**src/rtl/regfile_mp.sv**
```systemverilog
// Multi-port register file: two write ports (B wins on a collision), NRD combinational read ports, and a scrub sequencer.
// Latency: reads are combinational. Writes land on the posedge. With BYPASS, write data is forwarded to matching reads in the same cycle.
// Backpressure: ready is low while the scrubber owns the array. Writes are dropped during that time and reads return zero.
module regfile_mp #(
  parameter int DATA_W   = 32,
  parameter int ADDR_W   = 5,
  parameter int NRD      = 2,
  parameter bit BYPASS   = 1'b1,
  parameter bit ZERO_REG = 1'b1
) (
  input  logic                  clk,
  input  logic                  rst,
  input  logic                  clear,
  output logic                  ready,
  input  logic [1:0]            we,
  input  logic [2*ADDR_W-1:0]   waddr,
  input  logic [2*DATA_W-1:0]   wdata,
  input  logic [NRD*ADDR_W-1:0] raddr,
  output logic [NRD*DATA_W-1:0] rdata,
  output logic                  conflict
);

  localparam int DEPTH = 1 << ADDR_W;
  localparam logic [ADDR_W-1:0] LAST_ENTRY = '1;

  typedef enum logic {
    CLEAR = 1'b0,
    READY = 1'b1
  } stateT;

  stateT             state;
  stateT             stateNext;
  logic [ADDR_W-1:0] scrubCnt;
  logic [ADDR_W-1:0] scrubCntNext;
  logic              isReady;

  logic [DATA_W-1:0] mem [DEPTH];

  logic [ADDR_W-1:0] waddrA;
  logic [ADDR_W-1:0] waddrB;
  logic [DATA_W-1:0] wdataA;
  logic [DATA_W-1:0] wdataB;
  logic              dropA;
  logic              dropB;
  logic              wrA;
  logic              wrB;
  logic              conflictNext;

  assign waddrA = waddr[ADDR_W-1:0];
  assign waddrB = waddr[2*ADDR_W-1:ADDR_W];
  assign wdataA = wdata[DATA_W-1:0];
  assign wdataB = wdata[2*DATA_W-1:DATA_W];

  assign isReady = (state == READY);

  // A write to entry 0 is discarded when entry 0 is hardwired to zero.
  assign dropA = ZERO_REG && (waddrA == '0);
  assign dropB = ZERO_REG && (waddrB == '0);

  // Effective writes. These qualify storage, bypass and conflict detection alike.
  assign wrA = isReady && we[0] && !dropA;
  assign wrB = isReady && we[1] && !dropB;

  // A conflict is only real when both ports would actually land on the same entry.
  assign conflictNext = wrA && wrB && (waddrA == waddrB);

  // State and scrub counter registers. Reset restarts the scrub from entry 0.
  always_ff @(posedge clk or posedge rst) begin
    if (rst) begin
      state    <= CLEAR;
      scrubCnt <= '0;
    end else begin
      state    <= stateNext;
      scrubCnt <= scrubCntNext;
    end
  end

  // Next-state logic. The scrub walks every entry once, then hands the array over. A clear request while READY restarts it.
  always_comb begin
    stateNext    = state;
    scrubCntNext = scrubCnt;
    ready        = 1'b0;
    case (state)
      CLEAR: begin
        scrubCntNext = scrubCnt + 1'b1;
        if (scrubCnt == LAST_ENTRY) begin
          stateNext = READY;
        end
      end
      READY: begin
        ready = 1'b1;
        if (clear) begin
          stateNext    = CLEAR;
          scrubCntNext = '0;
        end
      end
      default: begin
        stateNext    = CLEAR;
        scrubCntNext = '0;
      end
    endcase
  end

  // One-cycle conflict flag for the cycle after a colliding write.
  always_ff @(posedge clk or posedge rst) begin
    if (rst) begin
      conflict <= 1'b0;
    end else begin
      conflict <= conflictNext;
    end
  end

  // Array update. The scrubber zeroes one entry per edge; otherwise port A then port B, so B wins on a shared address.
  always_ff @(posedge clk) begin
    if (!isReady) begin
      mem[scrubCnt] <= '0;
    end else begin
      if (wrA) begin
        mem[waddrA] <= wdataA;
      end
      if (wrB) begin
        mem[waddrB] <= wdataB;
      end
    end
  end

  for (genvar i = 0; i < NRD; i++) begin : gRead
    logic [ADDR_W-1:0] ra;
    logic [DATA_W-1:0] rd;

    assign ra = raddr[i*ADDR_W +: ADDR_W];

    // Read mux: zero while scrubbing or for a hardwired entry 0, otherwise forward in-flight data (B before A), else stored data.
    always_comb begin
      rd = mem[ra];
      if (!isReady) begin
        rd = '0;
      end else if (ZERO_REG && (ra == '0)) begin
        rd = '0;
      end else if (BYPASS && wrB && (waddrB == ra)) begin
        rd = wdataB;
      end else if (BYPASS && wrA && (waddrA == ra)) begin
        rd = wdataA;
      end
    end

    assign rdata[i*DATA_W +: DATA_W] = rd;
  end

endmodule

```
**config.mk**
```make
export PLATFORM = sky130hd
export DESIGN_NAME = regfile_mp
export DESIGN_NICKNAME = d
export VERILOG_FILES = /design/src/rtl/regfile_mp.sv
export SDC_FILE = /design/constraint.sdc
export NUM_CORES = 2
export LEC_CHECK = 0
export BUFFER_PORTS_ARGS = -buffer_cell sky130_fd_sc_hd__buf_2
export CAP_MARGIN = 40
export CORE_MARGIN = 8
export CORE_UTILIZATION = 35
export CTS_CLUSTER_SIZE = 30
export DETAILED_ROUTE_END_ITERATION = 10
export GPL_ROUTABILITY_DRIVEN = 0
export PLACE_DENSITY = 0.51
export SYNTH_ARGS = -nofsm -noshare
export SYNTH_HDL_FRONTEND = slang
export SYNTH_SLANG_ARGS = --single-unit
```
**constraint.sdc**
```tcl
create_clock -name clk -period 4.75 [get_ports clk]
set_clock_uncertainty 0.15 [all_clocks]
set_input_delay 0.95 -clock clk [delete_from_list [all_inputs] [get_ports clk]]
set_output_delay 0.95 -clock clk [all_outputs]
set_load 0.02 [all_outputs]
```
* Word-level counts from Yosys, hierarchy flattened *
Memories as Yosys holds them, arrays and structs flattened.
Cells that the tools add are included.

word-level totals
  bits in registers = 7
  memory bits (writable) = 1024
  input port bits = 89
  output and inout port bits = 66
  logic and storage cells = 54
  memories kept = 1

memory list
  name  depth  bits a word  read ports  clocked after memory_dff  write ports  RTL line  RTL
  mem   32     32           2           0                         2            37        logic [DATA_W-1:0] mem [DEPTH];

cells by class
  add/subtract/negate cells = 1
  equality and inequality tests = 7
  muxes and demuxes = 24
  bitwise logic cells = 1
  reduce and logical (&&, ||, !) cells = 17

operators with widths
  operator                                     count
  2-to-1 mux 32 bit                            9
  OR reduction 32 bit                          1
  equality test 5 bit                          5
  zero test 5 bit                              4
  2-to-1 mux 1 bit                             11
  logical AND 1 bit                            10
  2-to-1 mux 5 bit                             2
  one-hot mux 5 bit (2 select lines)           1
  adder 5 x 1 -> 5 bit, second input constant  1
  equality test 5 bit, second input constant   1
  zero test 1 bit                              2
  != test 2 bit, second input constant         1
  one-hot mux 1 bit (2 select lines)           1
  NOT 1 bit                                    1

* Longest topological paths before layout *
  depth in word-level cells = 8
  gate-level depth with buffers = 11
  gate-level depth less buffers = 6

* Least setup slack after synthesis *
No wires, ideal clock.

  path kind = input -> register
  from = input waddr[3]
  to = memory mem[2][0], enable pin
  setup time = 0.433 ns
  data arrival time = 3.843 ns
  required time = 4.167 ns
  slack = 0.324 ns
  stages on the path = 7
  buffers on the path = 2
  path through = clkbuf_1 -> nor3_1 -> a21oi_2 -> buf_2 -> mux2i_1 -> nand2_1 -> o22ai_1

RTL lines
  what         RTL line  RTL
  from (decl)  16        input logic [2*ADDR_W-1:0] waddr,
  to (decl)    37

* Final worst setup path *
  from = input raddr[6]
  to = output rdata[34]

between the ends
  word-level cells in the longest chain between the ends = 6
  elaborated cells on any way between the ends = 10
  those cells by class = 2 x eq/ne; 4 x mux; 3 x reduce/logical; 1 x memory

RTL lines
  what                                                               RTL line  RTL
  from (decl)                                                        18        input logic [NRD*ADDR_W-1:0] raddr,
  branches (longest 4 deep; another with memory read (32 x 32 bit))  --
  2-to-1 mux 32 bit (*)                                              138       end else if (ZERO_REG && (ra == '0)) begin
  2-to-1 mux 32 bit (*)                                              136       if (!isReady) begin
  to (decl)                                                          19        output logic [NRD*DATA_W-1:0] rdata,

Every way passes the cells marked *.

==> results.txt <==
The async set-reset flop share out of synthesis came out at 0.00679. The number of different library cells in the post-synthesis netlist was 54; the post-detailed-route count of antenna-violating nets was 0. Clock-pin slew was measured on the worst setup and hold paths at 60 ps.

For the portion of total power attributed to sequential cells, the log shows 0.457. The run gives 3 as the H-tree depth reported by CTS. Setup violations remaining at the end of the flow were counted as 3. Setup repair after global routing left no endpoint under its margin. The area added between synthesis and finish came out at 15.1%. The fraction of final layout cells with drive strength greater than 1 is 0.215. The fmax is 0.209 GHz.

Buffers inserted during clock tree synthesis total 109. The post-route total power came out at 25300 µW. For the number of antenna violations at the first check in global routing, the log shows 6.

The filler cell count is 16088. The flow ran to the end, but the final reports show violations. The cell area that synthesis handed to floorplanning was 60200 µm². The number of vias after detailed routing is 46673.

The share of the clock period used by the worst path is 1.01, and the clock latency at the later pin of the worst-skew pair is 720 ps. Pin placement for this block handled 155 I/O pins. In this run the clock root is driven by a sky130_fd_sc_hd__clkbuf_16. Averaged over all synthesized cells, the footprint is 11.2 µm². TritonCTS built the clock tree. For this run, the slowest stage of the critical path takes 710 ps. The cell that appears most often on the critical path is sky130_fd_sc_hd__buf_4. The horizontal die dimension was 431 µm. Counting flops with a built-in enable in the synthesized netlist gives 1024.

The die is 431 µm tall. The highest-delay cell along the critical path was sky130_fd_sc_hd__o21ai_0. The logs give 5367 for the gate count after technology mapping and 6 for the number of iterations in the first detailed-routing pass.

Detailed-route vias per instance: 6.11. The tools report the post-synthesis sequential area ratio as 0.514. Data on the critical path arrives at its endpoint at 3680 ps. Entering global routing, the biggest net connects 65 pins.

For this design the ratio of total power to cell area is 365 nW/µm². IR analysis of the VDD net gives a maximum drop of 0.330 mV. The synthesized flop and latch total is 1031.

The tightest min-delay check is of the input pin to flip-flop type. Setup total negative slack on the finished layout was measured at -65.1 ps. The switching power as a share of total power is 0.300. The critical path goes through buf_4, buf_4, nand2b_2, buf_12, buf_4, o221ai_1, a21oi_1, o21ai_0, a221o_1, buf_2. The run gives -30.4 ps as the final worst setup slack.

Across the run, the number of max-cap violations was 0. The run gives 171000 µm² as the standard cell core area. The power share of the combinational group is 0.211.

The checks that failed: setup timing. In this run the worst path has a maximum fanout of 12. Clock tree synthesis found a total of 1031 sinks. When the netlist entered floorplanning its net count stood at 5458.

In this run the deepest clock path goes through 3 buffers. The worst setup path is of the input pin to output pin kind. The worst setup path is captured at an output pin.

Dividing the detail-routed wire length by the instance count gives 31.7 µm. After detailed routing, the number of remaining DRC violations is 0. For this run, the number of Yosys warnings is 0.

The top flip-flop cell by instance count after synthesis is sky130_fd_sc_hd__edfxtp_1. The detailed router finished its first iteration with 5301 violations. The logs give 0.0232 µW for the reported leakage power and 0 for the post-CTS setup buffer count. The final instance area is 69300 µm², and the net switching power is 7580 µW. The die covers 186000 µm². Initial cell density of the core: 0.352. During placement, the flow inserted port buffers numbering 154.

For the aggregate global routing overflow, the log shows 0. The post-detailed-placement half-perimeter wirelength is 153000 µm, and the post-place instance area is 65900 µm². Most common library cell in the layout ignoring fill and taps: sky130_fd_sc_hd__o21ai_0. Leaving out fill and tap cells, the most frequent cells in the layout are sky130_fd_sc_hd__o21ai_0, sky130_fd_sc_hd__nand2_1, sky130_fd_sc_hd__edfxtp_1, sky130_fd_sc_hd__mux4_2, sky130_fd_sc_hd__mux2i_1.

In this run the core area contains 152 standard-cell rows. First-pass GRT wire length: 342000 µm. Internal power comes to 17700 µW. Global router's overall resource usage: 0.253. The run gives 3650 ps as the critical path data required time. The headroom to the max-slew limit came out at 0.369.

The run gives 5405 as the final layout net count. The startpoint class of the critical path was an input pin. The total wire length came out at 242000 µm. The tools report the number of max-slew violations in the final report as 0. The share of power burned in the clock network came out at 0.332. The number of failing hold endpoints at the final stage came out at 0. For the pin with the worst max-slew slack, the measured transition is 937 ps.

Number of global-route vias before repair: 45211. The time the final worst path needs with I/O delays and setup is 4780 ps.
## logic make-up after synthesis
logic type	share of synthesized area
AO/OA/AOI/OAI	0.139
AND/OR/NAND/NOR	0.0910
flip-flops	0.514
buffers and inverters	0.0492
multiplexers	0.203
XOR/XNOR	0.00364
adder cells (fa/ha/maj)	0.000416
## power by group through the flow
stage / Combinational, µW / Clock [µW] / Sequential, µW
5_1_grt: 5490 / 8780 / 11600
3_5_place_dp: 5240 / 0 / 11700
2_1_floorplan: 2710 / 0 / 11600
6_report: 5320 / 8400 / 11500
3_3_place_gp: 5160 / 0 / 11700
4_1_cts: 5250 / 8490 / 11500
## cell usage after synthesis, types with 24 or more instances
cell	count	area share
sky130_fd_sc_hd__o22ai_1	128	0.013
sky130_fd_sc_hd__clkbuf_2	24	0.0020
sky130_fd_sc_hd__buf_4	28	0.0035
sky130_fd_sc_hd__a21oi_1	39	0.0032
sky130_fd_sc_hd__and2_1	30	0.0031
sky130_fd_sc_hd__buf_1	34	0.0021
sky130_fd_sc_hd__edfxtp_1	1024	0.51
sky130_fd_sc_hd__nor2_1	169	0.011
sky130_fd_sc_hd__a31oi_1	31	0.0032
sky130_fd_sc_hd__nand3_1	73	0.0061
sky130_fd_sc_hd__mux2i_1	297	0.049
sky130_fd_sc_hd__inv_1	40	0.0025
sky130_fd_sc_hd__mux4_2	410	0.15
sky130_fd_sc_hd__a22oi_1	65	0.0081
sky130_fd_sc_hd__a221o_1	32	0.0053
sky130_fd_sc_hd__clkbuf_1	495	0.031
sky130_fd_sc_hd__buf_2	80	0.0067
sky130_fd_sc_hd__o21ai_0	1103	0.092
sky130_fd_sc_hd__o221ai_1	68	0.0099
sky130_fd_sc_hd__nand2_1	1080	0.067
## flip-flops by register name, indices dropped and copies added (netlist names)
signal	cells
conflict	1
isReady	1
mem	1024
scrubCnt	5
## final timing paths
| kind | start | to | slack, ps | cells after the start |
|---|---|---|---|---|
| hold reg to reg | scrubCnt[3] | scrubCnt[3] | 400 | 1 |
| setup / recovery | raddr[6] | rdata[34] | -30 | 10 |
| max in group asynchronous | rst | isReady | 3590 | 3 |
| setup reg to reg | isReady | mem[4][13] | 1630 | 6 |
| hold / removal | clear | scrubCnt[4] | 300 | 2 |
| min in group asynchronous | rst | conflict | 590 | 3 |
## layer usage
layer,GRT usage,wire length (µm),vias up
met4,0.138,15300,0
li1,-,-,20101
met3,0.0424,20000,653
met2,0.418,115000,2531
met1,0.318,91600,23388
met5,0,0,-
## through the flow
stage               std cells   util  worst slack, ps  hold WS, ps
floorplan                5367      -              324          350
global placement         7414  0.383             -135          384
detailed placement       7433  0.385            -4.42          394
CTS                      7627  0.405             5.10          257
global route             7630  0.405             7.78          287
finish                   7634  0.405            -30.4          301
## layout make-up
cell class	instances	area, µm²	area share
tap	2233	2790	0.0403
timing repair buffer	505	4990	0.0720
antenna	5	12.5	0.000181
clock buffer	129	2870	0.0414
multi-input combinational	3625	27100	0.391
sequential	1031	30900	0.446
clock inverter	64	484	0.00699
inverter	42	163	0.00235
## critical path, delay by kind of cell
family,cells,cell delay [ps]
AO/OA/AOI/OAI,4,1380
buffers and inverters,5,1200
AND/OR/NAND/NOR,1,110
## repair_timing
item | in CTS | in global routing
resized for setup | 1 | 8
endpoints found under the setup margin | 1 | 8
hold buffers | 1 | 0
endpoints found under the hold margin | 7 | 0
Power figures use the tool's default switching activity.
